## src/rtl/otter_cu_fsm.sv

```systemverilog
// otter_cu_fsm: multicycle OTTER control unit (INIT/FETCH/EXEC/WB, optional INTR state)
// Define OTTER_INTR_EN to enable interrupt entry; otherwise INTR is ignored and INTR_TAKEN is 0.
module otter_cu_fsm #(
    parameter int LOAD_WAIT = 1
) (
    input  logic       CLK,
    input  logic       RESET,
    input  logic [6:0] OPCODE,
    input  logic       INTR,
    output logic       RST,
    output logic       MEM_READ1,
    output logic       PC_WRITE,
    output logic       REG_WRITE,
    output logic       MEM_WE2,
    output logic       MEM_RDEN2,
    output logic       INTR_TAKEN,
    output logic       ILLEGAL
);
    typedef enum logic [2:0] {ST_INIT, ST_FETCH, ST_EXEC, ST_WB, ST_INTR} state_t;
    state_t state, nxt, done_nxt;
    logic [3:0] cnt;
`ifdef OTTER_INTR_EN
    logic in_svc;
    assign done_nxt = (INTR && !in_svc) ? ST_INTR : ST_FETCH;
`else
    logic unused_intr;
    assign unused_intr = INTR;
    assign done_nxt = ST_FETCH;
`endif
    always_ff @(posedge CLK) begin
        if (RESET) begin
            state <= ST_INIT;
            cnt <= 4'd0;
        end else begin
            state <= nxt;
            cnt <= (state == ST_EXEC) ? 4'(LOAD_WAIT) : cnt - 4'(cnt != 4'd0);
        end
    end
`ifdef OTTER_INTR_EN
    // The in-service flag masks further interrupts until the next reset.
    always_ff @(posedge CLK) begin
        if (RESET) in_svc <= 1'b0;
        else if (nxt == ST_INTR) in_svc <= 1'b1;
    end
`endif
    always_comb begin
        nxt = state;
        RST = 1'b0;
        MEM_READ1 = 1'b0;
        PC_WRITE = 1'b0;
        REG_WRITE = 1'b0;
        MEM_WE2 = 1'b0;
        MEM_RDEN2 = 1'b0;
        INTR_TAKEN = 1'b0;
        ILLEGAL = 1'b0;
        case (state)
            ST_INIT: begin
                RST = 1'b1;
                nxt = ST_FETCH;
            end
            ST_FETCH: begin
                MEM_READ1 = 1'b1;
                nxt = ST_EXEC;
            end
            ST_EXEC: begin
                PC_WRITE = 1'b1;
                nxt = done_nxt;
                case (OPCODE)
                    7'b0110111, 7'b0010111, 7'b1101111, 7'b1100111,
                    7'b0010011, 7'b0110011, 7'b1110011: REG_WRITE = 1'b1;
                    7'b1100011: ;
                    7'b0100011: MEM_WE2 = 1'b1;
                    7'b0000011: begin
                        PC_WRITE = 1'b0;
                        MEM_RDEN2 = 1'b1;
                        nxt = ST_WB;
                    end
                    default: ILLEGAL = 1'b1;
                endcase
            end
            ST_WB: begin
                REG_WRITE = cnt == 4'd0;
                PC_WRITE = cnt == 4'd0;
                nxt = (cnt == 4'd0) ? done_nxt : ST_WB;
            end
            ST_INTR: begin
`ifdef OTTER_INTR_EN
                INTR_TAKEN = 1'b1;
                PC_WRITE = 1'b1;
`endif
                nxt = ST_FETCH;
            end
            default: nxt = ST_INIT;
        endcase
    end
endmodule
```

## config.mk

```make
export PLATFORM = sky130hd
export DESIGN_NAME = otter_cu_fsm
export DESIGN_NICKNAME = d
export VERILOG_FILES = /design/src/rtl/otter_cu_fsm.sv
export SDC_FILE = /design/constraint.sdc
export NUM_CORES = 1
export LEC_CHECK = 0
export BUFFER_PORTS_ARGS = -buffer_cell sky130_fd_sc_hd__buf_2
export CORE_AREA = 2 2 39 41
export CTS_BUF_LIST = sky130_fd_sc_hd__clkbuf_16
export DETAILED_ROUTE_END_ITERATION = 10
export DIE_AREA = 0 0 41 43
export RECOVER_POWER = 25
export SYNTH_ARGS = -nofsm -noshare
export SYNTH_HDL_FRONTEND = slang
export SYNTH_SLANG_ARGS = --single-unit
```

## constraint.sdc

```tcl
create_clock -name CLK -period 1.52 [get_ports CLK]
set_input_delay 0.304 -clock CLK [delete_from_list [all_inputs] [get_ports CLK]]
set_output_delay 0.304 -clock CLK [all_outputs]
set_load 0.05 [all_outputs]
```

; Word level (Yosys, flattened, before mapping)
; Index checks and enable logic that the tools add are counted.
[word_totals]
reg_bits = 7
latchBits = 0
mem_bits_rw = 0
romBits = 0
output_inout_bits = 8
memories = 0
[op_classes]
addsub = 1
n_mul = 0
n_div = 0
order_cmp = 0
n_eq_ne = 14
shift = 0
muxes = 16
bitwise = 0
n_reduce_logical = 7
[ops]
columns = operator, count
row1 = "equality test 7 bit, second input constant", 4
row2 = "equality test 7 x 6 -> 1 bit, second input constant", 3
row3 = "equality test 7 x 5 -> 1 bit, second input constant", 2
row4 = 2-to-1 mux 1 bit, 11
row5 = OR reduction 10 bit, 1
row6 = one-hot mux 2 bit (4 select lines), 1
row7 = "equality test 7 x 2 -> 1 bit, second input constant", 1
row8 = OR reduction 7 bit, 1
row9 = "equality test 3 x 2 -> 1 bit, second input constant", 2
row10 = logical NOT 4 bit, 1
row11 = 2-to-1 mux 2 bit, 2
row12 = one-hot mux 1 bit (2 select lines), 2
row13 = nonzero test 4 bit, 1
row14 = OR reduction 2 bit, 2
row15 = subtractor 4 x 1 -> 4 bit, 1
row16 = "equality test 3 x 1 -> 1 bit, second input constant", 1
row17 = "equality test 3 bit, second input constant", 1
row18 = logical NOT 3 bit, 1

; Logic depth before layout (Yosys ltp)
[depth]
depth_word = 4
ltp_mapped = 6
depth_no_buf = 6

; Worst setup path after synthesis
; No wires, ideal clock.
[synth_timing]
path_kind = register to output
from = register state[0]
to = output PC_WRITE
arrival_ps = 1801
slack_ps = -585
stages_incl_launch_ff = 5
n_path_buf = 0
cell_sequence = dfxtp_1 -> inv_1 -> ha_1 -> inv_1 -> o21ai_0
[synth_via]
elab_chain_cells = 2
[synth_rtl]
columns = element, line_no
row1 = start: declaration, 20  ; state_t state, nxt, done_nxt;
row2 = start signal: assignment, 35  ; state <= nxt;
row3 = equality test 3 x 2 -> 1 bit, 56  ; case (state)
row4 = one-hot mux 1 bit (2 select lines) *, 56
row5 = end: declaration, 12  ; output logic PC_WRITE,
; Mark *: on every way between the ends. The rest lies on a longest branch, timed or not.

; Worst setup path in the final report
[layout_timing]
from = register state[0]
to = output MEM_RDEN2
[layout_via]
elab_chain_cells = 2
[layout_rtl]
columns = element, line_no
row1 = equality test 3 x 2 -> 1 bit, 56
row2 = 2-to-1 mux 1 bit, 56
row3 = end: declaration, 15  ; output logic MEM_RDEN2,
; No other way between the ends.

==> summary.txt <==
hold slack: 0.3101 ns
Max Fclk: 606.7 MHz
Syn Inst Count: 53
max-cap violations: 0
synthesis-to-finish area growth: 93.25%
via count: 477
post-placement setup slack: -0.1335 ns
DRC viols: 0
H-tree level count: 1
R2R Setup Slk: 0.08 ns
Final nets: 104
Die Area: 1763 um2
initial core utilization: 0.3481
Final Cell Area: 930.9 um2
worst setup path endpoint: MEM_RDEN2
CTS tree: yes
Clock transition at path regs: 0.03 ns
pin count of the biggest net entering global routing: 7
clock skew: 0.0008776 ns
max incr delay on CP: 0.32 ns
clk sink count: 6
placed cell count: 95
initial antenna violation count: 0
Warnings, synthesis: 0
Antenna Cells: 0
input/output buffers: 15
post-synthesis sequential area ratio: 0.2494
Num CTS Buffers: 3
Final Worst Setup Slack: -0.1282 ns
failing checks: setup timing
FF+latch count, synth: 6
synthesized area: 481.7 um2
result of the run: finished, violations left
core area: 1384 um2
clk_lat worst skew: 0.23 ns
pwr dens: 1394 nW/um2
Critical R2R Launch: cnt[1]
critical path buffer and inverter count: 3
WS Path Type: flop to output pin
via/cell ratio: 4.723
first-pass GRT wire length: 2118 um
P_leak: 0.4282 nW
Final Hold Fails: 0
most used flip-flop cell after synthesis: dfxtp_1
vias in the first global route: 539
Layout Cells excl Fill: 101
worst setup path startpoint: state[0]
Starting DRT DRC Count: 1
GP Congestion: 0.6226
post-route clock period utilization: 1.084
Max IR drop VDD: 0.001126 V
fill count: 104
CP top delay family: simple AND/OR/NAND/NOR gates
worst-path cell chain: inv_2 > ha_4 > buf_6 > and4b_1 > and2_4 > buf_8
instance count on the critical path: 6
die extent in y: 43 um
Die Width: 41 um
synth unique cells: 22
Worst R2R End: cnt[2]
post-synthesis async set-or-reset flop share: 0
post-DR wirelength/cell: 12.90 um
clock root buffer: clkbuf_16
WP data arrival: 1.34 ns
hold_buf cts: 0
Post-Syn Area per Cell: 9.089 um2
GRT Util Overall: 0.1821
crit path time final: 1.648 ns
synthesized net count: 70
CTS Buffer Depth: 2
HP Class: input port to flop
Cell Area, Placed: 689.4 um2
I/O Pins: 18
worst reg2reg path depth: 6
Setup violations, final: 5
post-DP HPWL: 939.1 um
critical path's slowest cell: dfxtp_2
row count: 14
Post-synth EDFFs: 0
Pwr Total: 0.001298 W
crit-path max FO: 3
Final Max Slew Viols: 0
crit end category: output pin
share of cells above drive strength 1: 0.6824
CP required: 1.22 ns
Overflow after GRT: 0
post-route ant nets: 0
RSZ-0062 raised after global routing: yes
drt pass-1 iters: 2
startpoint types: flop
final WL: 1303 um
flip-flops by register name, indices dropped and copies added, names as in the netlist:
signal,count
state,2
cnt,4
layout by cell type (no fill, tap or decap), types with 2 or more instances in the layout:
master / synthesis / routed
and3_4: 0 / 2
and4b_1: 2 / 2
buf_2: 0 / 8
buf_4: 1 / 13
buf_6: 0 / 6
buf_8: 0 / 3
clkbuf_16: 0 / 3
dfxtp_2: 0 / 5
ha_1: 7 / 2
ha_2: 0 / 3
ha_4: 0 / 2
inv_1: 7 / 6
inv_2: 1 / 2
nor2_1: 3 / 3
nor2b_1: 2 / 2
nor3_1: 3 / 3
nor4_4: 2 / 2
xnor2_1: 2 / 2
cell families (layout without fill, tap and decap cells):
logic type | after synthesis | after routing | synth area share
simple gates | 22 | 22 | 0.3272
buf+inv | 9 | 41 | 0.07793
fa+ha+maj | 7 | 7 | 0.1818
compound gates | 6 | 6 | 0.1195
flops | 6 | 6 | 0.2494
xor+xnor | 2 | 2 | 0.03637
other cells | 1 | 1 | 0.007785
cells in the mapped netlist (2+ instances only):
cell type  n  area, um2
ha_1       7      87.58
inv_1      7      26.28
dfxtp_1    6      120.1
nand2_1    3      11.26
nor2_1     3      11.26
nor3_1     3      15.01
a221oi_2   2      30.03
and2_1     2      12.51
and3_1     2      12.51
and4b_1    2      20.02
nor2b_1    2      12.51
nor3b_1    2      15.01
nor4_4     2      42.54
xnor2_1    2      17.52
report_power, final:
group	internal (W)	switching (W)	total [W]
combinational	0.000307	0.000281	0.000588
clock	0.000337	0.0000848	0.000422
sequential	0.000224	0.0000641	0.000288
total	0.000868	0.000430	0.00130
worst min path at each step:
stage / startpoint / end / slack [ns] / cells past startpoint
6_report: RESET / cnt[1] / 0.31 / 2
3_5_place_dp: RESET / state[0] / 0.56 / 2
4_1_cts: RESET / cnt[0] / 0.31 / 2
2_1_floorplan: RESET / state[0] / 0.37 / 1
3_3_place_gp: RESET / state[0] / 0.55 / 2
5_1_grt: RESET / cnt[1] / 0.33 / 2
through the flow:
stage / setup TNS (ns) / util
floorplan: -0.003396 / -
global placement: -0.3166 / 0.4982
detailed placement: -0.3885 / 0.4982
CTS: -0.4421 / 0.6465
global route: -0.6541 / 0.6727
finish: -0.4054 / 0.6727
layout make-up:
cell class	count	area (um2)	share of cell area
Clock buffer	3	75.07	0.08065
Multi-Input combinational cell	38	429.2	0.4610
Timing Repair Buffer	30	250.2	0.2688
Sequential cell	6	126.4	0.1358
Tap cell	16	20.02	0.02151
Inverter	8	30.03	0.03226
what timing repair did:
| item | CTS | global route |
|---|---|---|
| buffers inserted | 2 | 1 |
| pin swaps | 8 | 5 |
| endpoints found under the setup margin | 6 | 10 |
| gates resized for setup | 33 | 8 |
routing by layer:
layer,vias to the layer above,track usage,part of all wire
li1,244,-,-
met1,214,0.1683,0.37
met2,16,0.3375,0.55
met3,3,0.04712,0.054
met4,0,0.08000,0.021
met5,-,0,0
No activity file was read; power rests on OpenSTA's default activity.
